<file path="config.mk">
export PLATFORM = sky130hd
export DESIGN_NAME = mult_div_controller
export DESIGN_NICKNAME = d
export VERILOG_FILES = /design/src/rtl/md_pkg.sv /design/src/rtl/booth_step.sv /design/src/rtl/mult_div_controller.sv
export SDC_FILE = /design/constraint.sdc
export NUM_CORES = 1
export LEC_CHECK = 0
export CELL_PAD_IN_SITES_DETAIL_PLACEMENT = 0
export CELL_PAD_IN_SITES_GLOBAL_PLACEMENT = 2
export CORE_UTILIZATION = 35
export DETAILED_ROUTE_END_ITERATION = 8
export GPL_ROUTABILITY_DRIVEN = 0
export PLACE_DENSITY = 0.87
export SYNTH_ARGS = -nofsm -noshare
export SYNTH_HDL_FRONTEND = slang
export SYNTH_SLANG_ARGS = --single-unit
</file>
<file path="constraint.sdc">
create_clock -name clock_i -period 5.2 [get_ports clock_i]
set_input_delay 0.78 -clock clock_i [delete_from_list [all_inputs] [get_ports clock_i]]
set_output_delay 0.78 -clock clock_i [all_outputs]
set_load 0.03 [all_outputs]
</file>
<file path="src/rtl/md_pkg.sv">
// Shared types and constants for the iterative multiply/divide sequencer.
package md_pkg;

    localparam int unsigned MD_WIDTH = 32;

    localparam logic MD_OP_MULT = 1'b0;
    localparam logic MD_OP_DIV  = 1'b1;

    typedef enum logic [1:0] {
        MD_IDLE,
        MD_MULT,
        MD_DIV,
        MD_DONE
    } md_state_t;

endpackage

</file>
<file path="src/rtl/booth_step.sv">
// One radix-2 Booth iteration: conditional add/subtract of the multiplicand, then an
// arithmetic right shift of {acc, q, q_-1}.
module booth_step
    import md_pkg::*;
#(
    parameter int unsigned WIDTH = MD_WIDTH
) (
    input  logic [WIDTH:0]   acc_i,
    input  logic [WIDTH-1:0] q_i,
    input  logic             q_m1_i,
    input  logic [WIDTH-1:0] mcand_i,
    output logic [WIDTH:0]   acc_o,
    output logic [WIDTH-1:0] q_o,
    output logic             q_m1_o
);

    // acc carries one guard bit so that subtracting a multiplicand of -2^(WIDTH-1) cannot overflow
    logic [WIDTH:0] mcand_ext;
    logic [WIDTH:0] sum;

    assign mcand_ext = {mcand_i[WIDTH-1], mcand_i};

    always_comb begin
        sum = acc_i;
        case ({q_i[0], q_m1_i})
            2'b10:   sum = acc_i - mcand_ext;
            2'b01:   sum = acc_i + mcand_ext;
            default: sum = acc_i;
        endcase
        {acc_o, q_o, q_m1_o} = {sum[WIDTH], sum, q_i};
    end

endmodule

</file>
<file path="src/rtl/mult_div_controller.sv">
// Sequencer for the shared iterative unit: 32-step Booth signed multiply or restoring signed
// divide, results in hi/lo, one-cycle done pulse.
module mult_div_controller
    import md_pkg::*;
#(
    parameter int unsigned WIDTH = MD_WIDTH,
    parameter int unsigned CNT_W = $clog2(WIDTH) + 1
) (
    input  logic             clock_i,
    input  logic             reset_ni,
    input  logic             start_i,
    input  logic             is_div_i,
    input  logic [WIDTH-1:0] op_a_i,
    input  logic [WIDTH-1:0] op_b_i,
    output logic             busy_o,
    output logic             done_o,
    output logic             div_zero_o,
    output logic [WIDTH-1:0] hi_o,
    output logic [WIDTH-1:0] lo_o
);

    md_state_t        state_q;
    logic [CNT_W-1:0] cnt_q;
    logic [WIDTH:0]   acc_q;
    logic [WIDTH-1:0] q_q;
    logic             q_m1_q;
    logic [WIDTH-1:0] mcand_q;
    logic             quo_neg_q;
    logic             rem_neg_q;
    logic [WIDTH-1:0] hi_q;
    logic [WIDTH-1:0] lo_q;
    logic             busy_q;
    logic             done_q;
    logic             div_zero_q;

    logic [WIDTH:0]   booth_acc;
    logic [WIDTH-1:0] booth_q;
    logic             booth_q_m1;

    booth_step #(
        .WIDTH (WIDTH)
    ) u_booth_step (
        .acc_i   (acc_q),
        .q_i     (q_q),
        .q_m1_i  (q_m1_q),
        .mcand_i (mcand_q),
        .acc_o   (booth_acc),
        .q_o     (booth_q),
        .q_m1_o  (booth_q_m1)
    );

    // Unsigned magnitudes: -2^(WIDTH-1) maps onto itself, which is the correct unsigned value
    logic [WIDTH-1:0] a_mag;
    logic [WIDTH-1:0] b_mag;

    assign a_mag = op_a_i[WIDTH-1] ? -op_a_i : op_a_i;
    assign b_mag = op_b_i[WIDTH-1] ? -op_b_i : op_b_i;

    // Restoring divide step: rem lives in acc_q[WIDTH-1:0], quotient shifts through q_q
    logic [WIDTH:0]   rem_sh;
    logic [WIDTH:0]   diff;
    logic             rem_ge;
    logic [WIDTH-1:0] rem_nxt;
    logic [WIDTH-1:0] quo_nxt;
    logic [WIDTH-1:0] quo_fix;
    logic [WIDTH-1:0] rem_fix;
    logic             unused_diff_msb;

    always_comb begin
        rem_sh  = {acc_q[WIDTH-1:0], q_q[WIDTH-1]};
        rem_ge  = rem_sh >= {1'b0, mcand_q};
        diff    = rem_sh - {1'b0, mcand_q};
        rem_nxt = rem_ge ? diff[WIDTH-1:0] : rem_sh[WIDTH-1:0];
        quo_nxt = {q_q[WIDTH-2:0], rem_ge};
        quo_fix = quo_neg_q ? -quo_nxt : quo_nxt;
        rem_fix = rem_neg_q ? -rem_nxt : rem_nxt;
    end

    assign unused_diff_msb = diff[WIDTH];

    always_ff @(posedge clock_i or negedge reset_ni) begin
        if (!reset_ni) begin
            state_q    <= MD_IDLE;
            cnt_q      <= '0;
            acc_q      <= '0;
            q_q        <= '0;
            q_m1_q     <= 1'b0;
            mcand_q    <= '0;
            quo_neg_q  <= 1'b0;
            rem_neg_q  <= 1'b0;
            hi_q       <= '0;
            lo_q       <= '0;
            busy_q     <= 1'b0;
            done_q     <= 1'b0;
            div_zero_q <= 1'b0;
        end else begin
            done_q     <= 1'b0;
            div_zero_q <= 1'b0;
            unique case (state_q)
                MD_IDLE: begin
                    if (start_i) begin
                        cnt_q     <= CNT_W'(WIDTH);
                        acc_q     <= '0;
                        q_m1_q    <= 1'b0;
                        quo_neg_q <= op_a_i[WIDTH-1] ^ op_b_i[WIDTH-1];
                        rem_neg_q <= op_a_i[WIDTH-1];
                        if (is_div_i == MD_OP_MULT) begin
                            q_q     <= op_b_i;
                            mcand_q <= op_a_i;
                            busy_q  <= 1'b1;
                            state_q <= MD_MULT;
                        end else if (op_b_i == '0) begin
                            // Divide by zero: report immediately, leave hi/lo untouched
                            done_q     <= 1'b1;
                            div_zero_q <= 1'b1;
                            state_q    <= MD_DONE;
                        end else begin
                            q_q     <= a_mag;
                            mcand_q <= b_mag;
                            busy_q  <= 1'b1;
                            state_q <= MD_DIV;
                        end
                    end
                end
                MD_MULT: begin
                    acc_q  <= booth_acc;
                    q_q    <= booth_q;
                    q_m1_q <= booth_q_m1;
                    cnt_q  <= cnt_q - CNT_W'(1);
                    if (cnt_q == CNT_W'(1)) begin
                        hi_q    <= booth_acc[WIDTH-1:0];
                        lo_q    <= booth_q;
                        busy_q  <= 1'b0;
                        done_q  <= 1'b1;
                        state_q <= MD_DONE;
                    end
                end
                MD_DIV: begin
                    acc_q <= {1'b0, rem_nxt};
                    q_q   <= quo_nxt;
                    cnt_q <= cnt_q - CNT_W'(1);
                    if (cnt_q == CNT_W'(1)) begin
                        hi_q    <= rem_fix;
                        lo_q    <= quo_fix;
                        busy_q  <= 1'b0;
                        done_q  <= 1'b1;
                        state_q <= MD_DONE;
                    end
                end
                MD_DONE: begin
                    state_q <= MD_IDLE;
                end
                default: begin
                    state_q <= MD_IDLE;
                end
            endcase
        end
    end

    assign busy_o     = busy_q;
    assign done_o     = done_q;
    assign div_zero_o = div_zero_q;
    assign hi_o       = hi_q;
    assign lo_o       = lo_q;

endmodule

</file>
=== Word-level counts from Yosys, hierarchy flattened ===
Index checks and enable logic that the tools add are counted.

* Bits in registers: 175
* Bits of input ports: 68
* Output and inout bits: 67
* Logic and storage cells: 91

* Add/sub/neg operators: 8
* $lt $le $gt $ge: 1
* Equality and inequality tests: 12
* Mux-type cells: 40
* Bitwise operators: 1
* Reductions and logical operators: 16

{| class="wikitable"
|+ Operators by type and width
! operator !! number
|-
| $mux 32 || 14
|-
| $neg 32->32 || 4
|-
| $pmux 32 s2 || 2
|-
| $pmux 33 s3 || 1
|-
| $pmux 32 s3 || 1
|-
| $pmux 33 s2 || 1
|-
| $add 33x33->33 || 1
|-
| $ge 33x32->1 || 1
|-
| $mux 33 || 1
|-
| $sub 33x33->33 || 1
|-
| $logic_not 32->1 || 1
|-
| $sub 32x32->32 || 1
|-
| $pmux 6 s2 || 1
|-
| $mux 1 || 11
|-
| $reduce_and 2->1 || 5
|-
| $reduce_and 3->1 || 3
|-
| $ne 2x2->1 const B || 4
|-
| $eq 2x2->1 const B || 3
|-
| $eq 6x1->1 const B || 1
|-
| $mux 2 || 3
|-
| $mux 6 || 1
|-
| $pmux 1 s2 || 3
|-
| $pmux 2 s3 || 1
|-
| $reduce_bool 2->1 || 3
|-
| 9 further kinds || 10
|}

=== Depth between registers and ports, before layout ===
* Depth after elaboration: 6
* Depth in mapped cells: 21
* Gate-level depth less buffers: 20

=== Modules after synthesis ===
Synthesis repeated with hierarchy kept, for this count alone.

* Cell total of the unflattened synthesis: 2342
* Area total of the unflattened synthesis: 17306.6 µm²

{| class="wikitable"
|+ By module, submodules not included
! module !! instances !! cells each !! area an instance (µm²)
|-
| mult_div_controller || 1 || 1892 || 14345.0
|-
| booth_step || 1 || 450 || 2961.6
|}

=== Worst setup path after synthesis ===
Ideal clock, no wire load.

* Path kind: register to register
* Start: register acc_q[0]
* End: register hi_q[22], in the netlist hi_o[22]
* Arrival time: 4.639 ns
* Required time: 5.082 ns
* Setup slack: 0.443 ns
* Stages on the path, launching flop included: 19
* Clock period less this slack: 4.757 ns
* Path through: dfrtp_1 > ha_1 > nor2b_1 > o221a_4 > o211a_4 > o311ai_2 > nand2_2 > inv_1 > buf_2 > buf_1 > buf_2 > mux2i_1 > ha_1 > o21ai_0 > or4_1 > o31ai_1 > xor2_1 > a211oi_1 > a21o_1

* Cells in the longest elaborated chain, start to end: 6
* Elaborated cells between the ends (all ways): 11
* Classes of those cells: 4 x add/sub; 1 x order compare; 6 x mux

{| class="wikitable"
|+ RTL lines
! element !! line !! text
|-
| from (decl) || mult_div_controller.sv:24 || <nowiki>logic [WIDTH:0] acc_q;</nowiki>
|-
| from (signal assigned) || mult_div_controller.sv:126 || <nowiki>acc_q <= booth_acc;</nowiki>
|-
| from (signal assigned) || mult_div_controller.sv:139 || <nowiki>acc_q <= {1'b0, rem_nxt};</nowiki>
|-
| $sub 32x32->32 or $ge 33x32->1 (tied branches) || mult_div_controller.sv:72, mult_div_controller.sv:71 ||
|-
| $mux 32 || mult_div_controller.sv:73 || <nowiki>rem_nxt = rem_ge ? diff[WIDTH-1:0] : rem_sh[WIDTH-1:0];</nowiki>
|-
| $neg 32->32 || mult_div_controller.sv:76 || <nowiki>rem_fix = rem_neg_q ? -rem_nxt : rem_nxt;</nowiki>
|-
| $mux 32 || mult_div_controller.sv:76 ||
|-
| $mux 32 || mult_div_controller.sv:142 || <nowiki>if (cnt_q == CNT_W'(1)) begin</nowiki>
|-
| $pmux 32 s2 * || mult_div_controller.sv:99 || <nowiki>unique case (state_q)</nowiki>
|-
| to (signal assigned) || mult_div_controller.sv:131 || <nowiki>hi_q <= booth_acc[WIDTH-1:0];</nowiki>
|-
| to (signal assigned) || mult_div_controller.sv:143 || <nowiki>hi_q <= rem_fix;</nowiki>
|-
| to (decl) || mult_div_controller.sv:30 || <nowiki>logic [WIDTH-1:0] hi_q;</nowiki>
|}

Mark *: on every way between the ends. The rest lies on a longest branch, timed or not. The select of a mux whose other input is x is not followed.
A chain may end at the register's enable or synchronous reset.

=== Worst setup path after layout ===
* Start: register mcand_q[4]
* End: register hi_q[31], in the netlist hi_o[31]

* Cells in the longest elaborated chain, start to end: 6
* Elaborated cells between the ends (all ways): 11
* Classes of those cells: 4 x add/sub; 1 x order compare; 6 x mux

{| class="wikitable"
|+ RTL lines
! element !! line !! text
|-
| from (decl) || mult_div_controller.sv:27 || <nowiki>logic [WIDTH-1:0] mcand_q;</nowiki>
|-
| from (signal assigned) || mult_div_controller.sv:109 || <nowiki>mcand_q <= op_a_i;</nowiki>
|-
| from (signal assigned) || mult_div_controller.sv:119 || <nowiki>mcand_q <= b_mag;</nowiki>
|-
| $sub 32x32->32 or $ge 33x32->1 (tied branches) || mult_div_controller.sv:72, mult_div_controller.sv:71 ||
|-
| $mux 32 || mult_div_controller.sv:73 ||
|-
| $neg 32->32 || mult_div_controller.sv:76 ||
|-
| $mux 32 || mult_div_controller.sv:76 ||
|-
| $mux 32 || mult_div_controller.sv:142 ||
|-
| $pmux 32 s2 * || mult_div_controller.sv:99 ||
|}

Marks and branches as above.

==> impl_results.md <==
* Status: finished with violations
* Failing checks: design-rule violations
* Core ar. at 46850 µm²
* Root Buffer: clkbuf_16
* DIE WIDTH at 220.4 µm
* Most numerous cell in the Yosys netlist: nand2_1
* Global route overflow at 0
* Ys async rst share at 1.000
* Synth top area cells: dfrtp_1 26%, o21ai_0 7.9%, nand2_1 6.5%, a21oi_1 5.9%, ha_1 5.7%
* Worst hold-check path type: in2async
* MaxCap Viol Count at 0
* Power Dens Cells at 757.1 nW/µm²
* Die area at 48590 µm²
* DP Wirelength at 51.36 mm
* CTS clk-pin slew, worst paths at 0.08 ns
* Met2 Usage GRT at 0.4632
* Mapped Cells at 2248
* Post-CTS Setup Inserts at 0
* Crit path arrival time at 5.14 ns
* Yosys cell types at 93
* Starting Density at 0.3564
* Clock sinks at 175
* # rows at 79
* Drt wl/cell at 22.47 µm
* Final Cell Area at 19440 µm²
* CP endpoint kind: flip-flop
* First-pass iteration count of the detailed router at 9
* CTS buffer count at 17
* CP Data Required Time at 5.56 ns
* Critical path class: reg2reg
* Post-Route WL at 66.20 mm
* Final Cycle Share at 0.9193
* Final core utilization at 0.4149
* Static Leakage at 0.008266 µW
* CTS tree: built
* Fin Hold WS at 0.3013 ns
* Post-cts gate resize count at 0
* Cell Area, Placed at 18890 µm²
* Global Route Usage Sum at 0.2742
* Dpl ws at 0.3290 ns
* Vias per cell at 5.921
* Cts hold-fix bufs at 0
* Layout Nets at 2474
* Initial DRC Count at 1491
* Max-slew headroom at 0.3007
* Seq cells post-synth at 175
* Fraction of layout instances using a drive strength above 1 at 0.07140
* R2r setup slk at 0.42 ns
* Max clock buf depth at 2
* Final Hold Vio Count at 0
* Mean Syn Cell Area at 7.428 µm²
* Slew @ Worst Pin at 1.049 ns
* Final Max Tran Viols at 0
* Met1 GRT Util at 0.3343
* Number of routed nets with antenna violations at 0
* Gr busiest metal: met2
* First-pass GRT wire length at 100.8 mm
* Seq/Total Area, Yosys at 0.2623
* Cell Area, Synth at 16700 µm²
* Final setup viols at 0
* Initial antenna violation count at 1
* Crit start category: flip-flop
* Diode count at 0
* Yosys top cell area share at 0.2623
* I/O pin count at 135
* Vias after detailed routing at 17440
* Post-synth top flop: dfrtp_1
* H-tree depth at 4
* Most frequent cells after synthesis: 288 x nand2_1, 262 x o21ai_0, 205 x nor2_1
* IO Port Bufs at 134
* Layout area overhead at 16.41%
* Chip height at 220.4 µm
* Grt met3 use at 0.04577
* Setup ws final at 0.4197 ns
* RSZ-0062 raised after global routing: false
* Vias in the first global route at 16760
* Largest net degree at the start of global routing at 114
* Net Count, Synth at 2394
* Tmin final at 4.780 ns
* EDFF count, synth at 0
* # DRC at 3
* Crit Path Max Fanout at 6
* Later-pin clock latency in the skew report at 0.48 ns
* Peak VDD IR at 0.0004181 V
* Largest area contributor in the netlist: dfrtp_1
* Setup Skew at 0.02001 ns
* Setup TNS at 0 ns
* Ys Warns at 0
* Fmax achieved at 209.2 MHz
cell families after synthesis:
| family | Yosys count | synth area share |
|---|---|---|
| AOI/OAI and AO/OA | 805 | 0.3015 |
| and+or+nand+nor | 733 | 0.2024 |
| buffers and inverters | 236 | 0.05463 |
| xor gates and xnor gates | 181 | 0.09539 |
| DFF | 175 | 0.2623 |
| adders and majority gates | 78 | 0.05935 |
| muxes | 40 | 0.02450 |
final timing paths:
check / end / cells past startpoint / startpoint
max in group asynchronous: mcand_q[28]$_DFFE_PN0P_ / 2 / reset_ni
max reg2reg: hi_o[31]$_DFFE_PN0P_ / 19 / mcand_q[4]$_DFFE_PN0P_
min reg2reg: hi_o[3]$_DFFE_PN0P_ / 2 / hi_o[3]$_DFFE_PN0P_
max: hi_o[31]$_DFFE_PN0P_ / 19 / mcand_q[4]$_DFFE_PN0P_
min in group clock_i: hi_o[3]$_DFFE_PN0P_ / 2 / hi_o[3]$_DFFE_PN0P_
min: mcand_q[1]$_DFFE_PN0P_ / 1 / reset_ni
per-layer routing:
metal / vias up / part of all wire
li1: 8308 / -
met1: 8369 / 0.41
met2: 630 / 0.48
met3: 134 / 0.058
met4: 2 / 0.053
met5: - / 0.00018
worst max-delay path, cell delays in order, from the launching register on:
cell and delay (ns):
dfrtp_1 0.40, or3_1 0.43, or3_1 0.37, nor2_2 0.20, and2_2 0.25, nand2_1 0.06, nor2_1 0.10, nor2_1 0.06
xnor2_1 0.13, ha_1 0.35, a21o_1 0.19, a21o_1 0.17, a21oi_1 0.23, o211a_1 0.20, a21boi_0 0.15, o2111a_1 0.29
o31ai_1 0.33, o221ai_1 0.19, xnor2_1 0.24, a2111oi_2 0.32
metrics by stage:
step                power (µW)  std cells
floorplan                 9646       2248
global placement         13250       2916
detailed placement       13320       2916
CTS                      14620       2946
global route             15870       2946
finish                   14720       2946
where the power goes:
group	total (µW)	internal, µW	switching (µW)
clock network	1250	625	622
logic	10900	4110	6800
registers	2560	1850	709
total	14700	6580	8130
registers in the layout, indices dropped and copies added, names as in the netlist:
signal      cells
q_q            32
state_q         2
lo_o           32
cnt_q           6
q_m1_q          1
hi_o           32
div_zero_o      1
busy_o          1
quo_neg_q       1
mcand_q        32
done_o          1
rem_neg_q       1
acc_q          33
cell type report:
type | instances | area [µm²]
Sequential cell | 175 | 4379
Inverter | 77 | 289.0
Tap cell | 607 | 759.5
Multi-Input combinational cell | 1837 | 11470
Timing Repair Buffer | 220 | 2011
Clock buffer | 20 | 446.7
Clock inverter | 10 | 81.33
Fill cell | 4876 | 27420
cell usage in the layout, fill, tap and decap left out, types with 18 or more instances in the layout:
| master | Yosys | final |
|---|---|---|
| or4_1 | 23 | 23 |
| dfrtp_1 | 175 | 175 |
| xnor2_1 | 74 | 74 |
| o21ai_0 | 262 | 261 |
| a21oi_1 | 197 | 197 |
| ha_1 | 76 | 72 |
| a22oi_1 | 45 | 45 |
| nand3_1 | 34 | 33 |
| o31ai_1 | 35 | 35 |
| buf_4 | 0 | 85 |
| nand2_1 | 288 | 288 |
| a211oi_1 | 20 | 19 |
| o22ai_1 | 32 | 32 |
| inv_1 | 77 | 77 |
| or3_1 | 28 | 28 |
| clkdlybuf4s50_1 | 0 | 132 |
| xor2_1 | 106 | 106 |
| nor3_1 | 38 | 38 |
| nor2_1 | 205 | 203 |
| a31oi_1 | 27 | 27 |
| a21o_1 | 39 | 39 |
| mux2i_1 | 33 | 33 |
| and3_1 | 18 | 18 |
(Power assumes the default switching activity.)
